File: src/rtl/pcie_phy_pkg.sv
// Shared Gen1 PHY definitions: 8b/10b control symbols, ordered-set identifiers
// and the state/field types used by the TX ordered-set scheduler.
package pcie_phy_pkg;

    localparam logic [7:0] COM  = 8'hBC;
    localparam logic [7:0] SKP  = 8'h1C;
    localparam logic [7:0] PAD_ = 8'hF7;

    localparam logic [7:0] TS1_ID       = 8'h4A;
    localparam logic [7:0] TS2_ID       = 8'h45;
    localparam logic [7:0] GEN1_RATE_ID = 8'h02;

    // State literals carry an ST_ prefix so they cannot clash with the SKP symbol.
    typedef enum logic [1:0] {
        ST_DATA = 2'd0,
        ST_SKP  = 2'd1,
        ST_TS   = 2'd2
    } os_state_e;

    typedef struct packed {
        logic       ts2;
        logic [7:0] link;
        logic [4:0] lane;
        logic       link_pad;
        logic       lane_pad;
        logic [7:0] nfts;
        logic [7:0] ctrl;
    } ts_fields_t;

    function automatic logic [4:0] os_len(input os_state_e os_type);
        return (os_type == ST_TS) ? 5'd16 : 5'd4;
    endfunction

endpackage

File: src/rtl/gen1_os_symbol.sv
// One byte lane of ordered-set symbol generation: maps OS type, symbol index
// and latched TS fields to a symbol byte plus its K flag.
module gen1_os_symbol
    import pcie_phy_pkg::*;
(
    input  logic [1:0] os_type_i,
    input  logic [3:0] sym_idx_i,
    input  logic       ts2_i,
    input  logic [7:0] link_i,
    input  logic [4:0] lane_i,
    input  logic       link_pad_i,
    input  logic       lane_pad_i,
    input  logic [7:0] nfts_i,
    input  logic [7:0] ctrl_i,
    output logic [7:0] sym_o,
    output logic       k_o
);

    always_comb begin
        sym_o = '0;
        k_o   = 1'b0;
        case (os_type_i)
            ST_SKP: begin
                k_o   = 1'b1;
                sym_o = (sym_idx_i == 4'd0) ? COM : SKP;
            end
            ST_TS: begin
                case (sym_idx_i)
                    4'd0: begin
                        sym_o = COM;
                        k_o   = 1'b1;
                    end
                    4'd1: begin
                        sym_o = link_pad_i ? PAD_ : link_i;
                        k_o   = link_pad_i;
                    end
                    4'd2: begin
                        sym_o = lane_pad_i ? PAD_ : {3'b000, lane_i};
                        k_o   = lane_pad_i;
                    end
                    4'd3:    sym_o = nfts_i;
                    4'd4:    sym_o = GEN1_RATE_ID;
                    4'd5:    sym_o = ctrl_i;
                    default: sym_o = ts2_i ? TS2_ID : TS1_ID;
                endcase
            end
            default: begin
                sym_o = '0;
                k_o   = 1'b0;
            end
        endcase
    end

endmodule

File: src/rtl/gen1_tx_os_scheduler.sv
// Gen1 TX ordered-set scheduler: merges link-layer beats, logical idle, TS1/TS2
// and periodic SKP ordered sets into one registered 32-bit symbol/K stream.
module gen1_tx_os_scheduler
    import pcie_phy_pkg::*;
#(
    parameter int SKP_INTERVAL = 1180,
    parameter int CNT_W        = 16
) (
    input  logic        clk_i,
    input  logic        rst_ni,
    input  logic [5:0]  pipe_width_i,
    input  logic        tx_en_i,
    input  logic        ts_mode_i,
    input  logic        ts_type_i,
    input  logic [7:0]  ts_link_i,
    input  logic [4:0]  ts_lane_i,
    input  logic        ts_link_pad_i,
    input  logic        ts_lane_pad_i,
    input  logic [7:0]  ts_nfts_i,
    input  logic [7:0]  ts_ctrl_i,
    input  logic [31:0] data_i,
    input  logic [3:0]  data_k_i,
    input  logic        data_valid_i,
    input  logic        data_last_i,
    output logic        data_ready_o,
    output logic [31:0] data_o,
    output logic [3:0]  data_k_o,
    output logic        data_valid_o,
    output logic        ts_sent_o,
    output logic        skp_sent_o
);

    os_state_e        state_q, state_d;
    logic [3:0]       idx_q, idx_d;
    logic [CNT_W-1:0] cnt_q, cnt_d;
    logic             skp_pending_q, skp_pending_d;
    logic             in_packet_q, in_packet_d;
    logic [2:0]       bpb_q, bpb_d;
    ts_fields_t       ts_q, ts_d;

    logic [31:0]      data_q, data_d;
    logic [3:0]       k_q, k_d;
    logic             valid_q, valid_d;
    logic             ts_sent_q, ts_sent_d;
    logic             skp_sent_q, skp_sent_d;

    logic [2:0]       bpb_live, bpb_cur;
    ts_fields_t       ts_live, ts_sel;
    os_state_e        os_type;
    logic [3:0]       sym_base;
    logic             os_start;
    logic             accept;
    logic             ready_int;
    logic [CNT_W:0]   cnt_sum;
    logic [4:0]       sym_next;

    logic [7:0]       lane_sym [4];
    logic [3:0]       lane_k;

    // Decide what this cycle emits: an accepted beat, idle, or the next OS beat.
    // In DATA an OS start emits its first beat in the same cycle.
    always_comb begin
        bpb_live  = pipe_width_i[5:3];
        bpb_cur   = (state_q == ST_DATA) ? bpb_live : bpb_q;
        ts_live   = '{ts2:      ts_type_i,
                      link:     ts_link_i,
                      lane:     ts_lane_i,
                      link_pad: ts_link_pad_i,
                      lane_pad: ts_lane_pad_i,
                      nfts:     ts_nfts_i,
                      ctrl:     ts_ctrl_i};
        os_type   = ST_DATA;
        sym_base  = '0;
        os_start  = 1'b0;
        accept    = 1'b0;
        ready_int = 1'b0;
        if (tx_en_i) begin
            case (state_q)
                ST_DATA: begin
                    if (ts_mode_i) begin
                        os_start = 1'b1;
                        os_type  = skp_pending_q ? ST_SKP : ST_TS;
                    end else if (skp_pending_q && !in_packet_q) begin
                        os_start = 1'b1;
                        os_type  = ST_SKP;
                    end else begin
                        ready_int = 1'b1;
                        accept    = data_valid_i;
                    end
                end
                default: begin
                    os_type  = state_q;
                    sym_base = idx_q;
                end
            endcase
        end
        ts_sel = os_start ? ts_live : ts_q;
    end

    assign data_ready_o = rst_ni && ready_int;

    for (genvar g = 0; g < 4; g++) begin : g_lane
        gen1_os_symbol u_sym (
            .os_type_i  (os_type),
            .sym_idx_i  (sym_base + 4'(g)),
            .ts2_i      (ts_sel.ts2),
            .link_i     (ts_sel.link),
            .lane_i     (ts_sel.lane),
            .link_pad_i (ts_sel.link_pad),
            .lane_pad_i (ts_sel.lane_pad),
            .nfts_i     (ts_sel.nfts),
            .ctrl_i     (ts_sel.ctrl),
            .sym_o      (lane_sym[g]),
            .k_o        (lane_k[g])
        );
    end

    // Next-state: SKP counter, packet tracking, OS sequencing and the output beat.
    always_comb begin
        state_d       = state_q;
        idx_d         = idx_q;
        cnt_d         = cnt_q;
        skp_pending_d = skp_pending_q;
        in_packet_d   = in_packet_q;
        bpb_d         = bpb_q;
        ts_d          = ts_q;
        data_d        = '0;
        k_d           = '0;
        valid_d       = tx_en_i;
        ts_sent_d     = 1'b0;
        skp_sent_d    = 1'b0;
        cnt_sum       = {1'b0, cnt_q} + (CNT_W+1)'(bpb_cur);
        sym_next      = {1'b0, sym_base} + {2'b00, bpb_cur};
        if (tx_en_i) begin
            cnt_d = cnt_sum[CNT_W] ? '1 : cnt_sum[CNT_W-1:0];
            if (cnt_sum >= (CNT_W+1)'(SKP_INTERVAL)) begin
                skp_pending_d = 1'b1;
            end
            if (state_q == ST_DATA && ts_mode_i) begin
                in_packet_d = 1'b0;
            end
            if (accept) begin
                in_packet_d = !data_last_i;
            end
            for (int l = 0; l < 4; l++) begin
                if (3'(l) < bpb_cur) begin
                    if (accept) begin
                        data_d[8*l +: 8] = data_i[8*l +: 8];
                        k_d[l]           = data_k_i[l];
                    end else if (os_type != ST_DATA) begin
                        data_d[8*l +: 8] = lane_sym[l];
                        k_d[l]           = lane_k[l];
                    end
                end
            end
            if (os_start) begin
                bpb_d = bpb_live;
                ts_d  = ts_live;
            end
            if (os_type == ST_SKP && sym_base == 4'd0) begin
                cnt_d         = '0;
                skp_pending_d = 1'b0;
            end
            if (os_type != ST_DATA) begin
                if (sym_next >= os_len(os_type)) begin
                    state_d    = ST_DATA;
                    idx_d      = '0;
                    ts_sent_d  = (os_type == ST_TS);
                    skp_sent_d = (os_type == ST_SKP);
                end else begin
                    state_d = os_type;
                    idx_d   = sym_next[3:0];
                end
            end
        end
    end

    always_ff @(posedge clk_i or negedge rst_ni) begin
        if (!rst_ni) begin
            state_q       <= ST_DATA;
            idx_q         <= '0;
            cnt_q         <= '0;
            skp_pending_q <= 1'b0;
            in_packet_q   <= 1'b0;
            bpb_q         <= '0;
            ts_q          <= '0;
            data_q        <= '0;
            k_q           <= '0;
            valid_q       <= 1'b0;
            ts_sent_q     <= 1'b0;
            skp_sent_q    <= 1'b0;
        end else begin
            state_q       <= state_d;
            idx_q         <= idx_d;
            cnt_q         <= cnt_d;
            skp_pending_q <= skp_pending_d;
            in_packet_q   <= in_packet_d;
            bpb_q         <= bpb_d;
            ts_q          <= ts_d;
            data_q        <= data_d;
            k_q           <= k_d;
            valid_q       <= valid_d;
            ts_sent_q     <= ts_sent_d;
            skp_sent_q    <= skp_sent_d;
        end
    end

    assign data_o       = data_q;
    assign data_k_o     = k_q;
    assign data_valid_o = valid_q;
    assign ts_sent_o    = ts_sent_q;
    assign skp_sent_o   = skp_sent_q;

    // Only 8/16/32-bit PIPE widths are meaningful.
    pipe_width_legal : assert property (@(posedge clk_i) disable iff (!rst_ni)
        tx_en_i |-> (pipe_width_i == 6'd8 || pipe_width_i == 6'd16 || pipe_width_i == 6'd32));

endmodule

File: config.mk
export PLATFORM = sky130hd
export DESIGN_NAME = gen1_tx_os_scheduler
export DESIGN_NICKNAME = d
export VERILOG_FILES = /design/src/rtl/pcie_phy_pkg.sv /design/src/rtl/gen1_os_symbol.sv /design/src/rtl/gen1_tx_os_scheduler.sv
export SDC_FILE = /design/constraint.sdc
export NUM_CORES = 1
export LEC_CHECK = 0
export ABC_CLOCK_PERIOD_IN_PS = 3800
export BUFFER_PORTS_ARGS = -buffer_cell sky130_fd_sc_hd__buf_2
export CAP_MARGIN = 15
export CORE_UTILIZATION = 57
export DETAILED_ROUTE_END_ITERATION = 7
export PLACE_DENSITY = 0.8
export SYNTH_ARGS = -nofsm -noshare
export SYNTH_HDL_FRONTEND = slang
export SYNTH_HIERARCHICAL = 1
export SYNTH_SLANG_ARGS = --single-unit
File: constraint.sdc
create_clock -name clk_i -period 3.8 [get_ports clk_i]
set_input_delay 0.76 -clock clk_i [delete_from_list [all_inputs] [get_ports clk_i]]
set_output_delay 0.76 -clock clk_i [all_outputs]
set_load 0.1 [all_outputs]
==> run metrics, run 1 <==
run status finished clean; pin count of the biggest net entering global routing 59; worst hold slack 0.4953 ns; Max Clock Skew about 0.0072 ns; time the final worst path needs with I/O delays and setup between 3 and 4 ns; clock transition time at the flip-flop clock pins of the worst setup and hold paths 0.07 ns; Port Buffer Count roughly 120; vias per std cell 6.270; CTS tree built; diodes inserted 0; async set-reset flop share out of synthesis between 90% and 100%; distinct cell type count of the synthesized netlist 75; crit-path max cell delay 0.66 ns; DIE HEIGHT 117.6 um; Die X 117.6 um; maximum number of buffers from clock root to sink 2; Setup WS post-layout 0.5678 ns; most used flip-flop cell after synthesis sky130_fd_sc_hd__dfrtp_1; Cell Chain, Critical Path o21a_2, nand2_1, inv_1, ha_1, a21oi_1, xnor2_1, buf_4, nor3_2, a32o_1, o31a_1, a22oi_1, nor2_1; critical path class register to register; number of global-route vias before repair 6518; synthesized netlist net count 930; simple-gate portion of the synthesized area 16.28%; peak ir drop on the vdd network between 0.4 and 0.5 mV; net count reported at finish 1033; required time worst endpoint ~4 ns; worst min path class primary input to async pin; residual overflow from global routing 0; # hold bufs at CTS 0; achievable clock frequency 0.3094 GHz; CP startpoint state_q[1]; XOR/XNOR Fraction of Synth Area 1.380%; fraction of synthesized area in multiplexers 10.04%; cell area after technology mapping 7617 um2; setup-violating endpoint count in the final report 0; source-to-sink clock delay at the later pin of the worst-skew pair 0.35 ns; area leader, netlist sky130_fd_sc_hd__dfrtp_1; first-pass detailed-route iteration total 5; number of flops mapped to enable cells by yosys 0; cell at the root of the clock tree sky130_fd_sc_hd__clkbuf_16; Top Ports 120; Resize count post-CTS 0; clock sink count 98; startpoint of the lowest-slack register-to-register path state_q[1]; placer congestion estimate 0.9993; maximum level of the CTS H-tree 3; biggest area contributors in the synthesized netlist sky130_fd_sc_hd__dfrtp_1 32%, sky130_fd_sc_hd__mux2_2 8.3%, sky130_fd_sc_hd__a22oi_1 4.7%; unrepaired setup endpoints after global routing no; headroom to the max-slew limit 44.61%; largest fanout on the critical path 10; fill cell total of the finished layout 1063; clock buffers created by TritonCTS 9; crit path DAT around 3.5 ns; Final Max Slew Viols 0; overall routing resource usage a little under a third; row count about 40; leakage component of the power ~0.0038 uW; kind of start point of the critical path register; Final Core Density 67.40%; count of max-cap constraint violations 0; ratio of total power to cell area 696.0 nW/um2; number of flip-flops and latches in the synthesized netlist 98; cells after synthesis 828; count of unresolved DRC violations after routing 0; Die ar. 13830 um2; syn_area_per_cell around 9.2 um2; endpoint class of the critical path register; Tightest Pin Transition 0.8249 ns; Setup Total Neg Slack 0 ns; CORE AREA roughly 13000 um2; number of antenna violations at the first check in global routing 1; routed wire length per instance 19.09 um; flop2flop setup slack 0.57 ns; area of combinational cells with multiple inputs 4649 um2; Critical Path Slowest Stage Cell sky130_fd_sc_hd__xnor2_1; number of nets with antenna violations after detailed routing 0; initial core utilization between 50 and 60%; adder-cell share of the synthesized area under 10%; initial DRC count just under 700; total count of hold-check failures in the final report 0; top-area cell type share of the netlist area 32.19%; Warnings, synthesis 6; share of the synthesized area in compound gates (AO/OA/AOI/OAI) 29.45%; combinational family with the most area after synthesis compound AO/OA/AOI/OAI gates; ratio of cells with drive above 1 in the final layout between 20% and 30%; first-pass GRT wire length between 30 and 40 mm; share of synthesized area occupied by flip-flops and latches 32.19%; Synth-to-Final Area Change 13.49%; dpl hpwl between 15 and 20 mm; via count of the routed design 6947; postcts setup bufs 0; post-route fraction of the period consumed by the critical path approximately 85%; combined flip-flop and latch cell area 2452 um2; Post-Place Setup Slack between 0.3 and 0.4 ns; Final Routed Wirelength 21.15 mm
-- kinds of logic (layout without fill, tap and decap cells) --
kind of cell             Yosys count  after routing
flip-flops                        98             98
XOR/XNOR                          12             12
AO/OA/AOI/OAI                    303            303
buffers and inverters            100            208
AND/OR/NAND/NOR                  225            225
multiplexers                      68             68
adder cells (fa/ha/maj)           22             22
-- cell usage after synthesis, drive strengths merged (2+ instances only) --
cell and instances:
a32o 6, nand3 12, a21boi 6, a31oi 23, nand2 54, a22oi 49, nor2 69, and2b 5
a21o 11, a211oi 14, nand2b 15, clkbuf 4, o41ai 3, ha 20, o311ai 5, inv 49
buf 47, or2 5, o31a 5, a2111oi 9, a21oi 36, nand4 4, a41oi 2, o21a 14
o21ai 73, fa 2, a221oi 6, o211ai 6, nor3 17, nor4b 4, a22o 12, a311oi 4
xnor2 9, and3 6, nor2b 29, dfrtp 98, xor2 3, mux2 67, o31ai 11
-- metrics by stage --
step,instances,power [uW],cell area (um2)
CTS,1108,5969,8645
detailed placement,1092,4884,8299
global route,1108,6355,8645
finish,1108,6016,8645
global placement,1092,4786,8299
floorplan,828,4062,7617
-- state kept, by name, summed over array words and instances, names as in the netlist, 2 cells and up --
register / flops
cnt_q: 16
bpb_q: 3
idx_q: 4
ts_q: 32
state_q: 2
data_k_o: 4
data_o: 32
-- worst max-delay path: cells and delay by family (launching register included) --
kind	cells	cell delay (ns)
XOR/XNOR	1	0.66
buffers and inverters	2	0.43
AO/OA/AOI/OAI	5	0.99
AND/OR/NAND/NOR	3	0.23
adder cells (fa/ha/maj)	1	0.23
flip-flops	1	0.55
-- final cells by class --
class	count	area share, %
Inverter	49	2.128
Multi-Input combinational cell	630	53.78
Timing Repair Buffer	143	9.234
Clock inverter	4	1.143
Sequential cell	98	28.37
Clock buffer	12	2.851
Tap cell	172	2.490
-- path summary, 6_finish.rpt --
check / to / depth (start not counted)
min in group clk_i: idx_q[1] / 2
max reg2reg: data_o[27] / 12
min reg2reg: idx_q[1] / 2
max: data_o[27] / 12
max in group asynchronous: ts_q[3] / 3
min: cnt_q[13] / 2
-- cell usage in the layout, fill, tap and decap left out, types with 5 or more instances in the layout --
cell	n
sky130_fd_sc_hd__buf_2	115
sky130_fd_sc_hd__dfrtp_1	98
sky130_fd_sc_hd__nor2_1	68
sky130_fd_sc_hd__mux2_2	56
sky130_fd_sc_hd__nand2_1	53
sky130_fd_sc_hd__inv_1	49
sky130_fd_sc_hd__a22oi_1	48
sky130_fd_sc_hd__o21ai_0	45
sky130_fd_sc_hd__a21oi_1	29
sky130_fd_sc_hd__nor2b_1	29
sky130_fd_sc_hd__buf_4	27
sky130_fd_sc_hd__o21ai_1	26
sky130_fd_sc_hd__a31oi_1	23
sky130_fd_sc_hd__ha_1	20
sky130_fd_sc_hd__nand2b_1	14
sky130_fd_sc_hd__o21a_1	13
sky130_fd_sc_hd__a211oi_1	13
sky130_fd_sc_hd__a22o_1	12
sky130_fd_sc_hd__mux2_1	11
sky130_fd_sc_hd__a21o_1	11
sky130_fd_sc_hd__o31ai_1	11
sky130_fd_sc_hd__nand3_1	10
sky130_fd_sc_hd__xnor2_1	9
sky130_fd_sc_hd__nor3_2	9
sky130_fd_sc_hd__a2111oi_2	9
sky130_fd_sc_hd__clkbuf_16	9
sky130_fd_sc_hd__a21oi_2	7
sky130_fd_sc_hd__nor3_1	7
sky130_fd_sc_hd__o211ai_1	6
sky130_fd_sc_hd__a32o_1	6
sky130_fd_sc_hd__and3_1	5
sky130_fd_sc_hd__o31a_1	5
-- routing by layer --
layer,global-route usage (%),vias up,part of all wire [%]
met5,0,-,0
met4,13.06,0,3.6
met3,5.426,58,8.5
met2,47.28,321,44
met1,43.76,3291,44
li1,-,3277,-
-- where the power goes --
group / internal, uW / switching (uW) / total (uW)
logic: 1240 / 2170 / 3410
registers: 1350 / 201 / 1550
clock network: 663 / 396 / 1060
total: 3250 / 2770 / 6020
Note: power is estimated with default switching activity, not from simulation.
==> inputs of run 2 (changes only) <==
--- a/config.mk
+++ b/config.mk
@@ -10,6 +10,7 @@
 export CAP_MARGIN = 15
 export CORE_UTILIZATION = 57
 export DETAILED_ROUTE_END_ITERATION = 7
+export GPL_TIMING_DRIVEN = 0
 export PLACE_DENSITY = 0.8
 export SYNTH_ARGS = -nofsm -noshare
 export SYNTH_HDL_FRONTEND = slang
==> run 2 against run 1 <==
Compared with the run above:
- critical path depth up 2
- worst setup slack lost 0.38 ns
- die area stayed put
- global-route usage up 1.7 points
- clock power fell by 12%
- maximum frequency down 10%
- critical endpoint unchanged
- largest power group unchanged
- highest routed layer unchanged
==> run metrics, run 2 (synthesized netlist as in run 1, its figures left out) <==
run status finished clean; number of global-route vias before repair 6704; fill cell total of the finished layout 1061; residual overflow from global routing 0; setup-violating endpoint count in the final report 0; count of unresolved DRC violations after routing 0; combined flip-flop and latch cell area about 2500 um2; Setup Total Neg Slack 0 ns; critical path class primary input to register; CTS tree built; initial DRC count 872; Post-Place Setup Slack -0.4993 ns; commonest non-fill, non-tap cells in the layout 139 x sky130_fd_sc_hd__buf_2, 98 x sky130_fd_sc_hd__dfrtp_1, 68 x sky130_fd_sc_hd__nor2_1; endpoint class of the critical path register; DIE HEIGHT 117.6 um; Final Core Density 68.60%; clock buffers created by TritonCTS 9; Die X 117.6 um; Synth-to-Final Area Change 15.51%; headroom to the max-slew limit 27.97%; maximum number of buffers from clock root to sink 2; ratio of total power to cell area approximately 700 nW/um2; ratio of cells with drive above 1 in the final layout 31.75%; total count of hold-check failures in the final report 0; leakage component of the power 0.003942 uW; CORE AREA roughly 13000 um2; unrepaired setup endpoints after global routing no; row count 41; Tightest Pin Transition 1.076 ns; critical register-to-register path endpoint data_o[5]; clock sink count 98; initial core utilization 59.40%; overall routing resource usage 32.93%; Final Max Slew Viols 0; Port Buffer Count ~120; worst hold slack 0.3729 ns; kind of start point of the critical path primary input; time the final worst path needs with I/O delays and setup between 3 and 4 ns; flop2flop setup slack 0.29 ns; path depth of the worst reg2reg path 12; number of antenna violations at the first check in global routing 0; Die ar. 13830 um2; achievable clock frequency 0.2770 GHz; startpoint of the lowest-slack register-to-register path skp_pending_q; pin count of the biggest net entering global routing 61; clock transition time at the flip-flop clock pins of the worst setup and hold paths around 0.07 ns; first-pass detailed-route iteration total 5; Final Routed Wirelength 22.81 mm; Setup WS post-layout 0.1894 ns; diodes inserted 0; required time worst endpoint 4.04 ns; via count of the routed design 7258; cell area after placement 8443 um2; worst min path class primary input to async pin; peak ir drop on the vdd network 0.5061 mV; source-to-sink clock delay at the later pin of the worst-skew pair around 0.36 ns; number of nets with antenna violations after detailed routing 0; crit path DAT 3.85 ns; most common cell after layout, fill and taps aside sky130_fd_sc_hd__buf_2; cell at the root of the clock tree sky130_fd_sc_hd__clkbuf_16; # hold bufs at CTS 0; maximum level of the CTS H-tree 3; count of max-cap constraint violations 0; dpl hpwl 16.64 mm; routed wire length per instance ~20 um; Top Ports between 100 and 150; net count reported at finish 1064; area of combinational cells with multiple inputs roughly 4700 um2; post-route fraction of the period consumed by the critical path 95.02%; vias per std cell between 6 and 7; post-route standard cell area excluding fillers between 8000 and 9000 um2; placer congestion estimate 0.9856; Max Clock Skew around 0.010 ns; largest fanout on the critical path 10; first-pass GRT wire length 35.54 mm
[run 2: cell count changes in the layout (fill, tap and decap cells not counted), moves of 2 or more]
cell | previous run | this run
sky130_fd_sc_hd__buf_2 | 115 | 139
sky130_fd_sc_hd__buf_4 | 27 | 22
sky130_fd_sc_hd__buf_6 | 0 | 8
sky130_fd_sc_hd__bufinv_16 | 3 | 1
sky130_fd_sc_hd__clkbuf_1 | 2 | 5
sky130_fd_sc_hd__clkinv_2 | 0 | 2
sky130_fd_sc_hd__clkinvlp_4 | 0 | 3
sky130_fd_sc_hd__inv_1 | 49 | 47
[run 2: stage by stage]
step,std cells,power [uW]
after detailed placement,1117,4954
after global routing,1139,6326
after floorplan,828,4062
final,1139,6033
after global placement,1116,4876
after CTS,1133,5917
[run 2: layout make-up]
cell class	count	area share, %
clock buffers	10	2.602
multi-input cells	630	52.87
flip-flops and latches	98	27.87
repair buffers	123	7.452
inverters	49	2.176
plain buffers	51	3.840
clock inverters	6	0.7395
well taps	172	2.446
[run 2: how the worst max path moves through the flow]
stage            start    endpoint  slack, ns  cells after the start
2_1_floorplan  tx_en_i  skp_sent_o       0.33                     11
3_3_place_gp   tx_en_i  data_o[27]      -0.46                     13
3_5_place_dp   tx_en_i  data_o[27]      -0.50                     13
4_1_cts        tx_en_i  data_o[27]       0.01                     15
5_1_grt        tx_en_i  data_o[27]       0.08                     14
6_report       tx_en_i  data_o[27]       0.19                     14
[run 2: worst max-delay path, cell delays in order]
cell and delay [ns]:
sky130_fd_sc_hd__buf_2 0.10, sky130_fd_sc_hd__buf_2 0.27, sky130_fd_sc_hd__o21a_2 0.27, sky130_fd_sc_hd__nand2_1 0.29, sky130_fd_sc_hd__clkinvlp_4 0.21, sky130_fd_sc_hd__ha_1 0.22
sky130_fd_sc_hd__a21oi_1 0.07, sky130_fd_sc_hd__xnor2_1 0.43, sky130_fd_sc_hd__buf_2 0.36, sky130_fd_sc_hd__nor3_2 0.12, sky130_fd_sc_hd__a32o_1 0.23, sky130_fd_sc_hd__o31a_1 0.29
sky130_fd_sc_hd__a22oi_1 0.16, sky130_fd_sc_hd__nor2_1 0.06
[run 2: per-layer routing]
metal	share of wire [%]	track usage (%)	wire length (um)	vias up
met5	0	0	0	-
met4	4.6	15.95	1054	0
met3	9.4	6.347	2154	77
met2	43	48.35	9778	413
met1	43	46.38	9819	3420
li1	-	-	-	3348
[run 2: what timing repair did]
item	in CTS	in global routing
endpoints found under the setup margin	8	11
buffers inserted	0	6
gates resized for setup	3	2
[run 2: report_power, final]
group | internal [uW] | leakage, uW | switching, uW
combinational | 1290 | 0.00253 | 2290
clock | 512 | 0.000143 | 418
sequential | 1350 | 0.00127 | 179
==> inputs of run 3 (changes only) <==
--- a/config.mk
+++ b/config.mk
@@ -8,6 +8,8 @@
 export ABC_CLOCK_PERIOD_IN_PS = 3800
 export BUFFER_PORTS_ARGS = -buffer_cell sky130_fd_sc_hd__buf_2
 export CAP_MARGIN = 15
+export CORE_ASPECT_RATIO = 1.25
+export CORE_MARGIN = 2
 export CORE_UTILIZATION = 57
 export DETAILED_ROUTE_END_ITERATION = 7
 export GPL_TIMING_DRIVEN = 0
==> run 3 against run 2 <==
Compared with the run above:
- register-to-register slack gained 0.10 ns
- total power grew 0.26%
- sequential power is essentially flat
- final cell count shrank 0.26%
- routed wire length grew 0.14%
- largest power group unchanged
- non-clock buffer count shrank 2
- critical path type unchanged
- global-route usage shrank 0.58 points
- highest routed layer unchanged
- design area is essentially flat
- first-iteration DRC count shrank 23%
- combinational power is essentially flat
==> run metrics, run 3 (synthesized netlist as in run 1, its figures left out) <==
combined flip-flop and latch cell area 2452 um2; power spent charging and discharging nets 2886 uW; leakage component of the power 0.003944 uW; area of combinational cells with multiple inputs around 4700 um2; Final Routed Wirelength between 20 and 25 mm; headroom to the max-slew limit 41.03%; number of antenna violations at the first check in global routing 0; kind of start point of the critical path primary input; required time worst endpoint around 4.0 ns; total power consumption of the routed design 6049 uW; crit path DAT 3.76 ns; overall routing resource usage 32.35%; Max Clock Skew 0.009723 ns; CORE AREA 13170 um2; maximum number of buffers from clock root to sink 2; row count 47; Die ar. about 14000 um2; largest fanout on the critical path 10; number of global-route vias before repair about 7000; achievable clock frequency 0.2824 GHz; run status finished clean; ratio of cells with drive above 1 in the final layout around a third; portion of total power attributed to sequential cells 25.2%; worst min path class primary input to async pin; worst hold slack between 0.3 and 0.4 ns; Final Max Slew Viols 0; count of max-cap constraint violations 0; Top Ports 120; Synth-to-Final Area Change 15.52%; ratio of total power to cell area 687.4 nW/um2; clock buffers created by TritonCTS 9; fill cell total of the finished layout approximately 1100; routed wire length per instance 20.10 um; unrepaired setup endpoints after global routing no; source-to-sink clock delay at the later pin of the worst-skew pair 0.37 ns; total count of hold-check failures in the final report 0; Post-Place Setup Slack -0.3892 ns; DIE HEIGHT 133.2 um; dpl hpwl 16.95 mm; Tightest Pin Transition 0.8813 ns; CTS tree built; net count reported at finish 1062; vias per std cell 6.283; clock sink count 98; number of nets with antenna violations after detailed routing 0; placer congestion estimate slightly below 1; Internal approximately 3200 uW; Logic pwr share 58.7%; first-pass detailed-route iteration total 7; initial core utilization slightly below 60%; most common cell after layout, fill and taps aside sky130_fd_sc_hd__buf_2; setup-violating endpoint count in the final report 0; via count of the routed design 7138; cell area after placement 8442 um2; first-pass GRT wire length 36.23 mm; post-route standard cell area excluding fillers 8800 um2; diodes inserted 0; commonest non-fill, non-tap cells in the layout 139 x sky130_fd_sc_hd__buf_2, 98 x sky130_fd_sc_hd__dfrtp_1, 68 x sky130_fd_sc_hd__nor2_1; endpoint class of the critical path register; critical path class primary input to register; cell at the root of the clock tree sky130_fd_sc_hd__clkbuf_16; clock transition time at the flip-flop clock pins of the worst setup and hold paths about 0.070 ns; sw frac 47.70%; time the final worst path needs with I/O delays and setup 3.541 ns; initial DRC count ~670; pin count of the biggest net entering global routing 54; Die X 107.4 um; Clk pwr share 16.1%; residual overflow from global routing 0; maximum level of the CTS H-tree 3; Setup WS post-layout around 0.26 ns; Port Buffer Count around 120; peak ir drop on the vdd network 0.4410 mV; post-route fraction of the period consumed by the critical path 93.17%; count of unresolved DRC violations after routing 0; # hold bufs at CTS 0
## run 3: cell count changes in the layout (fill, tap and decap cells not counted), sizes merged
cell / delta
clkinvlp: -1
inv: +2
buf: -2
clkinv: -1
## run 3: power by group through the flow
stage | Combinational (uW) | Clock (uW) | Sequential [uW]
final | 3550 | 976 | 1520
after CTS | 3460 | 990 | 1520
after global routing | 3780 | 1030 | 1560
after floorplan | 2280 | 0 | 1780
after detailed placement | 3430 | 0 | 1540
after global placement | 3390 | 0 | 1520
## run 3: through the flow
step	TNS (ns)	std cells	util (%)
CTS	0	1134	66.59
global placement	-4.649	1115	63.86
detailed placement	-4.742	1116	64.09
finish	0	1136	66.80
floorplan	0	828	-
global route	0	1136	66.80
## run 3: final cells by class
class / count / area share [%]
Buffer: 51 / 3.839
Clock buffer: 10 / 2.716
Clock inverter: 6 / 0.8247
Inverter: 49 / 2.175
Multi-Input combinational cell: 630 / 52.87
Sequential cell: 98 / 27.87
Tap cell: 171 / 2.431
Timing Repair Buffer: 121 / 7.280
## run 3: repair_timing
item / 4_1_cts / 5_1_grt
endpoints found under the setup margin: 1 / 9
hold endpoints to repair: 0 / 0
gates resized for setup: 1 / 3
cloned: 0 / 0
buffers inserted: 2 / 2
## run 3: final timing paths
check / start / endpoint / slack [ns] / depth (start not counted)
min in group clk_i: ts_q[12] / ts_q[12] / 0.50 / 1
setup / recovery: tx_en_i / data_o[15] / 0.26 / 15
max in group asynchronous: rst_ni / ts_q[14] / 2.73 / 2
hold reg to reg: ts_q[12] / ts_q[12] / 0.50 / 1
hold / removal: rst_ni / cnt_q[10] / 0.39 / 1
setup reg to reg: skp_pending_q / data_o[15] / 0.39 / 12
## run 3: per-layer routing
layer | GRT usage [%] | part of all wire, % | vias up | routed length, um
li1 | - | - | 3338 | -
met1 | 40.08 | 39 | 3390 | 8870
met2 | 52.53 | 48 | 316 | 11020
met3 | 7.339 | 7.7 | 94 | 1750
met4 | 16.74 | 5.2 | 0 | 1194
met5 | 0 | 0 | - | 0
## run 3: worst max-delay path, stage by stage
cell and delay (ns):
sky130_fd_sc_hd__buf_2 0.10, sky130_fd_sc_hd__buf_2 0.24, sky130_fd_sc_hd__o21a_2 0.24, sky130_fd_sc_hd__nand2_1 0.28
sky130_fd_sc_hd__clkinvlp_4 0.21, sky130_fd_sc_hd__ha_1 0.22, sky130_fd_sc_hd__nand2_1 0.08, sky130_fd_sc_hd__xor2_1 0.14
sky130_fd_sc_hd__nor2_1 0.23, sky130_fd_sc_hd__buf_2 0.31, sky130_fd_sc_hd__nor2b_1 0.15, sky130_fd_sc_hd__a211oi_1 0.44
sky130_fd_sc_hd__o21ai_1 0.10, sky130_fd_sc_hd__a22oi_1 0.16, sky130_fd_sc_hd__nor2_1 0.07
